[src/rtl/frame_capture_writer.sv]
// Snapshot writer: grabs one RGB444 frame, converts each pixel to 4-bit gray,
// and writes it in raster order into the frame-buffer BRAM write port.
module frame_capture_writer #(
    parameter int WIDTH_ADDR  = 16,
    parameter int WIDTH_COLOR = 4,
    parameter int WIDTH_IMG   = 200,
    parameter int HEIGHT_IMG  = 200
) (
    input  logic                     pixel_clk,
    input  logic                     rst_n,
    input  logic                     arm,
    input  logic                     s_valid,
    output logic                     s_ready,
    input  logic                     s_sof,
    input  logic [3*WIDTH_COLOR-1:0] s_rgb,
    output logic                     wr_en,
    output logic [WIDTH_ADDR-1:0]    wr_addr,
    output logic [WIDTH_COLOR-1:0]   wr_data,
    output logic                     busy,
    output logic                     frame_done,
    output logic                     err_sync
);

    localparam int unsigned            FRAME_PIXELS = WIDTH_IMG * HEIGHT_IMG;
    localparam logic [WIDTH_ADDR-1:0]  LAST_ADDR    = WIDTH_ADDR'(FRAME_PIXELS - 1);
    localparam int                     SUMW         = WIDTH_COLOR + 4;

    localparam logic [1:0] ST_IDLE     = 2'd0;
    localparam logic [1:0] ST_WAIT_SOF = 2'd1;
    localparam logic [1:0] ST_CAPTURE  = 2'd2;

    logic [1:0]             state_q, state_d;
    logic [WIDTH_ADDR-1:0]  cnt_q, cnt_d;
    logic                   s_ready_q, s_ready_d;
    logic                   wr_en_q, wr_en_d;
    logic [WIDTH_ADDR-1:0]  wr_addr_q, wr_addr_d;
    logic [WIDTH_COLOR-1:0] wr_data_q, wr_data_d;
    logic                   busy_q, busy_d;
    logic                   frame_done_q, frame_done_d;
    logic                   err_sync_q, err_sync_d;

    logic                   accept;
    logic [WIDTH_COLOR-1:0] ch_r, ch_g, ch_b;
    logic [SUMW-1:0]        gray_sum;
    logic [WIDTH_COLOR-1:0] gray;

    assign accept = s_valid & s_ready_q;
    assign ch_r   = s_rgb[3*WIDTH_COLOR-1:2*WIDTH_COLOR];
    assign ch_g   = s_rgb[2*WIDTH_COLOR-1:WIDTH_COLOR];
    assign ch_b   = s_rgb[WIDTH_COLOR-1:0];

    // Weights 5/9/2 sum to 16, so the top WIDTH_COLOR bits of the sum are the gray level.
    assign gray_sum = SUMW'(ch_r) * SUMW'(5) + SUMW'(ch_g) * SUMW'(9) + SUMW'(ch_b) * SUMW'(2);
    assign gray     = gray_sum[SUMW-1:4];

    always_comb begin
        state_d      = state_q;
        cnt_d        = cnt_q;
        s_ready_d    = 1'b1;
        wr_en_d      = 1'b0;
        wr_addr_d    = wr_addr_q;
        wr_data_d    = wr_data_q;
        frame_done_d = 1'b0;
        err_sync_d   = 1'b0;

        case (state_q)
            ST_IDLE: begin
                if (arm) state_d = ST_WAIT_SOF;
            end
            ST_WAIT_SOF: begin
                if (accept && s_sof) begin
                    wr_en_d   = 1'b1;
                    wr_addr_d = '0;
                    wr_data_d = gray;
                    cnt_d     = WIDTH_ADDR'(1);
                    state_d   = ST_CAPTURE;
                end
            end
            ST_CAPTURE: begin
                if (accept) begin
                    wr_en_d   = 1'b1;
                    wr_data_d = gray;
                    // A stray start-of-frame restarts the frame rather than finishing it.
                    if (s_sof && cnt_q != '0) begin
                        err_sync_d = 1'b1;
                        wr_addr_d  = '0;
                        cnt_d      = WIDTH_ADDR'(1);
                    end else begin
                        wr_addr_d = cnt_q;
                        if (cnt_q == LAST_ADDR) begin
                            frame_done_d = 1'b1;
                            cnt_d        = '0;
                            state_d      = ST_IDLE;
                        end else begin
                            cnt_d = cnt_q + WIDTH_ADDR'(1);
                        end
                    end
                end
            end
            default: begin
                state_d = ST_IDLE;
                cnt_d   = '0;
            end
        endcase

        busy_d = (state_d != ST_IDLE);
    end

    always_ff @(posedge pixel_clk or negedge rst_n) begin
        if (!rst_n) begin
            state_q      <= ST_IDLE;
            cnt_q        <= '0;
            s_ready_q    <= 1'b0;
            wr_en_q      <= 1'b0;
            wr_addr_q    <= '0;
            wr_data_q    <= '0;
            busy_q       <= 1'b0;
            frame_done_q <= 1'b0;
            err_sync_q   <= 1'b0;
        end else begin
            state_q      <= state_d;
            cnt_q        <= cnt_d;
            s_ready_q    <= s_ready_d;
            wr_en_q      <= wr_en_d;
            wr_addr_q    <= wr_addr_d;
            wr_data_q    <= wr_data_d;
            busy_q       <= busy_d;
            frame_done_q <= frame_done_d;
            err_sync_q   <= err_sync_d;
        end
    end

    assign s_ready    = s_ready_q;
    assign wr_en      = wr_en_q;
    assign wr_addr    = wr_addr_q;
    assign wr_data    = wr_data_q;
    assign busy       = busy_q;
    assign frame_done = frame_done_q;
    assign err_sync   = err_sync_q;

endmodule

[config.mk]
export PLATFORM = sky130hd
export DESIGN_NAME = frame_capture_writer
export DESIGN_NICKNAME = d
export VERILOG_FILES = /design/src/rtl/frame_capture_writer.sv
export SDC_FILE = /design/constraint.sdc
export NUM_CORES = 1
export LEC_CHECK = 0
export BUFFER_PORTS_ARGS = -buffer_cell sky130_fd_sc_hd__buf_2
export CELL_PAD_IN_SITES_DETAIL_PLACEMENT = 1
export CELL_PAD_IN_SITES_GLOBAL_PLACEMENT = 1
export CORE_MARGIN = 5
export CORE_UTILIZATION = 39
export DETAILED_ROUTE_END_ITERATION = 8
export PLACE_DENSITY_LB_ADDON = 0.1
export SYNTH_ARGS = -nofsm -noshare
export SYNTH_HDL_FRONTEND = slang
export SYNTH_SLANG_ARGS = --single-unit
export TNS_END_PERCENT = 1
[constraint.sdc]
create_clock -name pixel_clk -period 2.3 [get_ports pixel_clk]
set_input_delay 0.23 -clock pixel_clk [delete_from_list [all_inputs] [get_ports pixel_clk]]
set_output_delay 0.23 -clock pixel_clk [all_outputs]
set_load 0.02 [all_outputs]
[Word-level counts from Yosys, hierarchy flattened]
Cells that the tools add are included.
Storage, ports and cells
  register bits after elaboration: 43
  word-level logic and storage cells: 57
Cells by class
  add/sub/neg operators: 3
  multipliers: 2
  eq/ne operators: 5
  multiplexer cells: 28
  bitwise logic cells: 2
  reductions and logical operators: 8
Operator list (number)
  $mux 16: 7
  $pmux 16 s3: 1
  $pmux 16 s2: 1
  $add 16x1->16 const B: 1
  $eq 16x16->1 const B: 1
  $reduce_bool 16->1: 1
  $mux 2: 5
  $mux 1: 9
  $add 7x8->8: 1
  $add 8x5->8: 1
  $mul 4x4->8 const B: 1
  $mux 4: 2
  $pmux 4 s2: 1
  $mul 4x3->7 const B: 1
  $pmux 2 s3: 1
  $reduce_and 3->1: 2
  $ne 2x2->1 const B: 2
  $reduce_bool 2->1: 2
  $eq 2x1->1 const B: 1
  $eq 2x2->1 const B: 1
  $logic_and 1x1->1: 2
  $logic_not 2->1: 1
  $pmux 1 s2: 1
  $and 1x1->1: 1
  $not 1->1: 1

[Depth between registers and ports, before layout]
  depth after elaboration: 6
  depth in mapped cells: 12

[Worst setup path before layout]
OpenSTA, ideal clock, no wires.
  kind: input -> register
  start point: input s_rgb[6]
  end point: register wr_data_q[3] (netlist: wr_data[3])
  library setup time: 69 ps
  arrival time: 2782 ps
  slack: -551 ps
  stages: 12
  buffers on the path: 0
  cells stage by stage: ha_1 -> fa_1 -> ha_1 -> inv_1 -> fa_1 -> inv_1 -> ha_1 -> nand4_1 -> o21ai_0 -> a21oi_1 -> or4_1 -> nand3_1
On the way
  word-level cells in the longest chain between the ends: 5
  elaborated cells between the ends (all ways): 6
  those cells by class: 2 x add/sub; 1 x mul; 3 x mux
Ends and longest elaborated chain
  from (decl): line 15  | input logic [3*WIDTH_COLOR-1:0] s_rgb,
  $mul 4x4->8 *: line 53  | assign gray_sum = SUMW'(ch_r) * SUMW'(5) + SUMW'(ch_g) * SUMW'(9) + SUMW'(ch_b) * SUMW'(2);
  $add 7x8->8 *: line 53
  $add 8x5->8 *: line 53
  $mux 4 (on tied branches): line 80, 71
  $pmux 4 s2 *: line 66  | case (state_q)
  to (signal assigned): line 126  | wr_data_q <= wr_data_d;
  to (decl): line 37  | logic [WIDTH_COLOR-1:0] wr_data_q, wr_data_d;
Mark *: on every way between the ends. The rest lies on a longest branch, timed or not. The select of a mux whose other input is x is not followed.
A chain may end at the register's enable or synchronous reset.

[Worst setup path in the final report]
Same ends and word-level chain as after synthesis.

==> flow_metrics.env <==
export IMPL_violations="setup timing"
export IMPL_regArea_um2=1076
export IMPL_vdd_ir_drop_worst_mv=0.2912
export IMPL_yosys_cell_types_count=50
export IMPL_yosys_register_bits=43
export IMPL_numPlacedInstances=422
export IMPL_area_of_the_die_um2=8558
export IMPL_top_level_ports=42
export IMPL_fp_row_count=30
export IMPL_timing_critical_path_max_delay_family="adder cells"
export IMPL_timing_critical_path_to_type="register"
export IMPL_synth_area_um2=2655
export IMPL_drtIter0Drc=104
export IMPL_ranking_of_synthesized_cells_by_area="sky130_fd_sc_hd__dfrtp_1 (41%), sky130_fd_sc_hd__ha_1 (10%), sky130_fd_sc_hd__a22o_1 (5.3%), sky130_fd_sc_hd__fa_1 (5.3%), sky130_fd_sc_hd__inv_1 (3.8%)"
export IMPL_place_detailed_hpwl_mm=5.788
export IMPL_grt_pass1_vias=2377
export IMPL_pwr_share_seq_pct=39.0
export IMPL_gr_total_overflow=0
export IMPL_synth_most_common_cell="sky130_fd_sc_hd__dfrtp_1"
export IMPL_worstPathRequired_ns=2.53
export IMPL_synth_largest_area_cell="sky130_fd_sc_hd__dfrtp_1"
export IMPL_stdcell_count=432
export IMPL_cellPowerDensity_nw_per_um2=649.3
export IMPL_drt_total_wl_mm=7.468
export IMPL_drive_above_1_share_pct=34.94
export IMPL_detail_route_first_pass_iterations=4
export IMPL_finish_net_count=397
export IMPL_clock_path_buffers=2
export IMPL_synth_simple_area_share_pct=18.61
export IMPL_synthArstFlopShare_pct=100.0
export IMPL_power_switching_fraction_pct=35.79
export IMPL_synth_warnings=0
export IMPL_detail_route_antenna_nets=0
export IMPL_post_synth_inst_count=269
export IMPL_cts_tree="yes"
export IMPL_total_switching_power_w=0.0008087
export IMPL_area_growth_pct=31.06
export IMPL_critical_path_cell_chain="buf_8 > ha_4 > fa_1 > ha_4 > inv_2 > fa_1 > inv_1 > ha_1 > nand4_1 > o21ai_2 > a21oi_2 > or4_1 > nand3_1"
export IMPL_critical_path_startpoint_type="primary input"
export IMPL_insertedDiodeCount=0
export IMPL_maxSlewViolCount=0
export IMPL_grt_pass1_wl_mm=12.08
export IMPL_dpl_worst_slack_ns=-0.7752
export IMPL_layout_setup_ws_ns=-0.4044
export IMPL_totalNegativeSetupSlack_ns=-1.433
export IMPL_synth_mux_area_share_pct=0.4241
export IMPL_viasPerCell=5.296
export IMPL_post_synth_top_area_fraction_pct=40.53
export IMPL_floorplan_core_area_um2=6719
export IMPL_wl_per_cell_um=17.29
export IMPL_worst_ep_arrival_time_ns=2.94
export IMPL_power_share_combinational_pct=38.8
export IMPL_max_slew_margin_rel_pct=62.34
export IMPL_numClockSinks=43
export IMPL_yosys_area_share_xor_xnor_pct=3.959
export IMPL_grt_setup_unrepaired="yes"
export IMPL_slowest_delay_ns=0.52
export IMPL_synth_compound_gate_area_share_pct=14.89
export IMPL_tightestPinTransition_ns=0.5649
export IMPL_main_combinational_cell_family_by_area_after_synthesis="simple AND/OR/NAND/NOR gates"
export IMPL_cts_clk_slew_worst_paths_ns=0.09
export IMPL_post_route_drc_count=0
export IMPL_layout_min_cycle_time_ns=2.704
export IMPL_clock_root_buffer="sky130_fd_sc_hd__clkbuf_8"
export IMPL_multi_input_area_um2=1528
export IMPL_finClkSkew_ns=0.009778
export IMPL_tritoncts_num_buffers=5
export IMPL_internal_power_w=0.001451
export IMPL_vias=2288
export IMPL_run_status="finished, violations left"
export IMPL_power_leakage_nw=1.745
export IMPL_final_period_utilization_pct=117.6
export IMPL_ys_top_cells_by_count="sky130_fd_sc_hd__dfrtp_1 (43), sky130_fd_sc_hd__inv_1 (27), sky130_fd_sc_hd__ha_1 (22), sky130_fd_sc_hd__nand2_1 (22)"
export IMPL_worst_skew_pair_late_latency_ns=0.30
export IMPL_grt_max_degree=25
export IMPL_port_buffers=41
export IMPL_min_delay_path_class="primary input to register"
export IMPL_synth_seq_area_share_pct=40.53
export IMPL_die_x_um=92.51
export IMPL_clockPowerShare_pct=22.2
export IMPL_initial_core_util_pct=39.52
export IMPL_htree_num_levels=2
export IMPL_path_buf_inv=3
export IMPL_critical_path_peak_fanout=3
export IMPL_syn_avg_cell_area_um2=9.870
export IMPL_fillCellCount=780
export IMPL_synth_adder_area_share_pct=15.65
export IMPL_die_h_um=92.51
export IMPL_gp_congestion=0.7924
export IMPL_cp_slowest_cell="sky130_fd_sc_hd__fa_1"
export IMPL_synth_edff_count=0
export IMPL_max_freq_ghz=0.3698
export IMPL_synthesis_nets=315
export IMPL_finalSetupViolations=4
export IMPL_antenna_found_initial=0
export IMPL_setup_worst_path_class="primary input to register"
export IMPL_max_cap_violations=0
export IMPL_groute_usage_overall_pct=17.81
export IMPL_finalHoldViolCount=0
export IMPL_ys_dominant_reg_cell="sky130_fd_sc_hd__dfrtp_1"
## final timing paths
kind	from	slack [ns]	to	depth (start not counted)
setup / recovery	s_rgb[6]	-0.40	wr_data[3]$_DFFE_PN0P_	13
hold / removal	s_valid	0.25	wr_en$_DFF_PN0_	3
setup reg to reg	cnt_q[0]$_DFFE_PN0P_	0.05	wr_addr[13]$_DFFE_PN0P_	7
hold reg to reg	wr_data[0]$_DFFE_PN0P_	0.48	wr_data[0]$_DFFE_PN0P_	2
max in group asynchronous	rst_n	1.26	cnt_q[8]$_DFFE_PN0P_	3
min in group asynchronous	rst_n	0.47	wr_addr[11]$_DFFE_PN0P_	2
## worst reg2reg max path: stages, from the launching register on
cell	delay [ns]
sky130_fd_sc_hd__dfrtp_1	0.41
sky130_fd_sc_hd__inv_2	0.07
sky130_fd_sc_hd__ha_1	0.13
sky130_fd_sc_hd__or4b_1	0.44
sky130_fd_sc_hd__or4_4	0.50
sky130_fd_sc_hd__o21ai_4	0.28
sky130_fd_sc_hd__buf_8	0.20
sky130_fd_sc_hd__a22o_1	0.15
## registers in the layout (all words and copies together), names as in the netlist
register / cells
cnt_q: 16
wr_addr: 16
s_ready: 1
err_sync: 1
wr_en: 1
wr_data: 4
busy: 1
state_q: 2
frame_done: 1
## metrics by stage
step | hold WS [ns] | area, um^2 | utilization, % | total power, W
after floorplan | -0.06559 | 2655 | - | 0.001345
after global placement | 0.2556 | 3238 | 48.19 | 0.001648
after detailed placement | 0.2516 | 3238 | 48.19 | 0.001682
after CTS | 0.2366 | 3405 | 50.67 | 0.002241
after global routing | 0.2654 | 3480 | 51.79 | 0.002420
final | 0.2465 | 3480 | 51.79 | 0.002259
## placed cells by master, fill, tap and decap left out, types with 3 or more instances in the layout
cell,instances
sky130_fd_sc_hd__dfrtp_1,43
sky130_fd_sc_hd__clkbuf_8,5
sky130_fd_sc_hd__xnor2_1,10
sky130_fd_sc_hd__buf_4,43
sky130_fd_sc_hd__a22o_1,16
sky130_fd_sc_hd__nand3_1,11
sky130_fd_sc_hd__nor3_1,8
sky130_fd_sc_hd__o21ai_1,3
sky130_fd_sc_hd__ha_4,3
sky130_fd_sc_hd__inv_1,24
sky130_fd_sc_hd__fa_1,7
sky130_fd_sc_hd__ha_1,19
sky130_fd_sc_hd__inv_2,3
sky130_fd_sc_hd__nor3b_1,3
sky130_fd_sc_hd__a21oi_1,6
sky130_fd_sc_hd__nand4_1,4
sky130_fd_sc_hd__nor2_1,16
sky130_fd_sc_hd__a21oi_2,5
sky130_fd_sc_hd__and3_1,3
sky130_fd_sc_hd__nor4_1,4
sky130_fd_sc_hd__nand2_1,22
sky130_fd_sc_hd__buf_2,39
## cells by family (layout without fill, tap and decap cells)
family | Yosys count | in the layout
and+or+nand+nor | 91 | 91
AOI/OAI and AO/OA | 53 | 53
DFF | 43 | 43
buffers and inverters | 39 | 122
adders and majority gates | 29 | 29
xor gates and xnor gates | 12 | 12
other | 1 | 1
muxes | 1 | 1
## timing repair
| action | in CTS | in global routing |
|---|---|---|
| endpoints found under the hold margin | 22 | 0 |
| pin swaps | 4 | 5 |
| buffers inserted | 1 | 0 |
| hold buffers | 1 | 0 |
| resized for setup | 14 | 13 |
| setup endpoints to repair | 22 | 33 |
## per-layer routing
metal	wire length [um]	vias up	GRT usage (%)
met2	3682	49	29.79
met4	62	0	3.465
li1	-	1107	-
met1	3397	1126	24.32
met3	325	6	3.006
met5	0	-	0
## final cells by class
| cell class | instances | area share (%) |
|---|---|---|
| Clock buffer | 5 | 1.978 |
| Clock inverter | 3 | 0.7192 |
| Timing Repair Buffer | 87 | 16.68 |
| Inverter | 27 | 2.913 |
| Tap cell | 80 | 2.877 |
| Sequential cell | 43 | 30.92 |
| Multi-Input combinational cell | 187 | 43.91 |
## power groups by stage
stage                     registers [W]  clock network, W  logic, W
after floorplan                0.000978                 0  0.000368
after global placement         0.000894                 0  0.000754
after detailed placement       0.000898                 0  0.000784
after CTS                      0.000882          0.000525  0.000833
after global routing           0.000894          0.000550  0.000976
final                          0.000882          0.000502  0.000876
No activity file was read; power rests on OpenSTA's default activity.
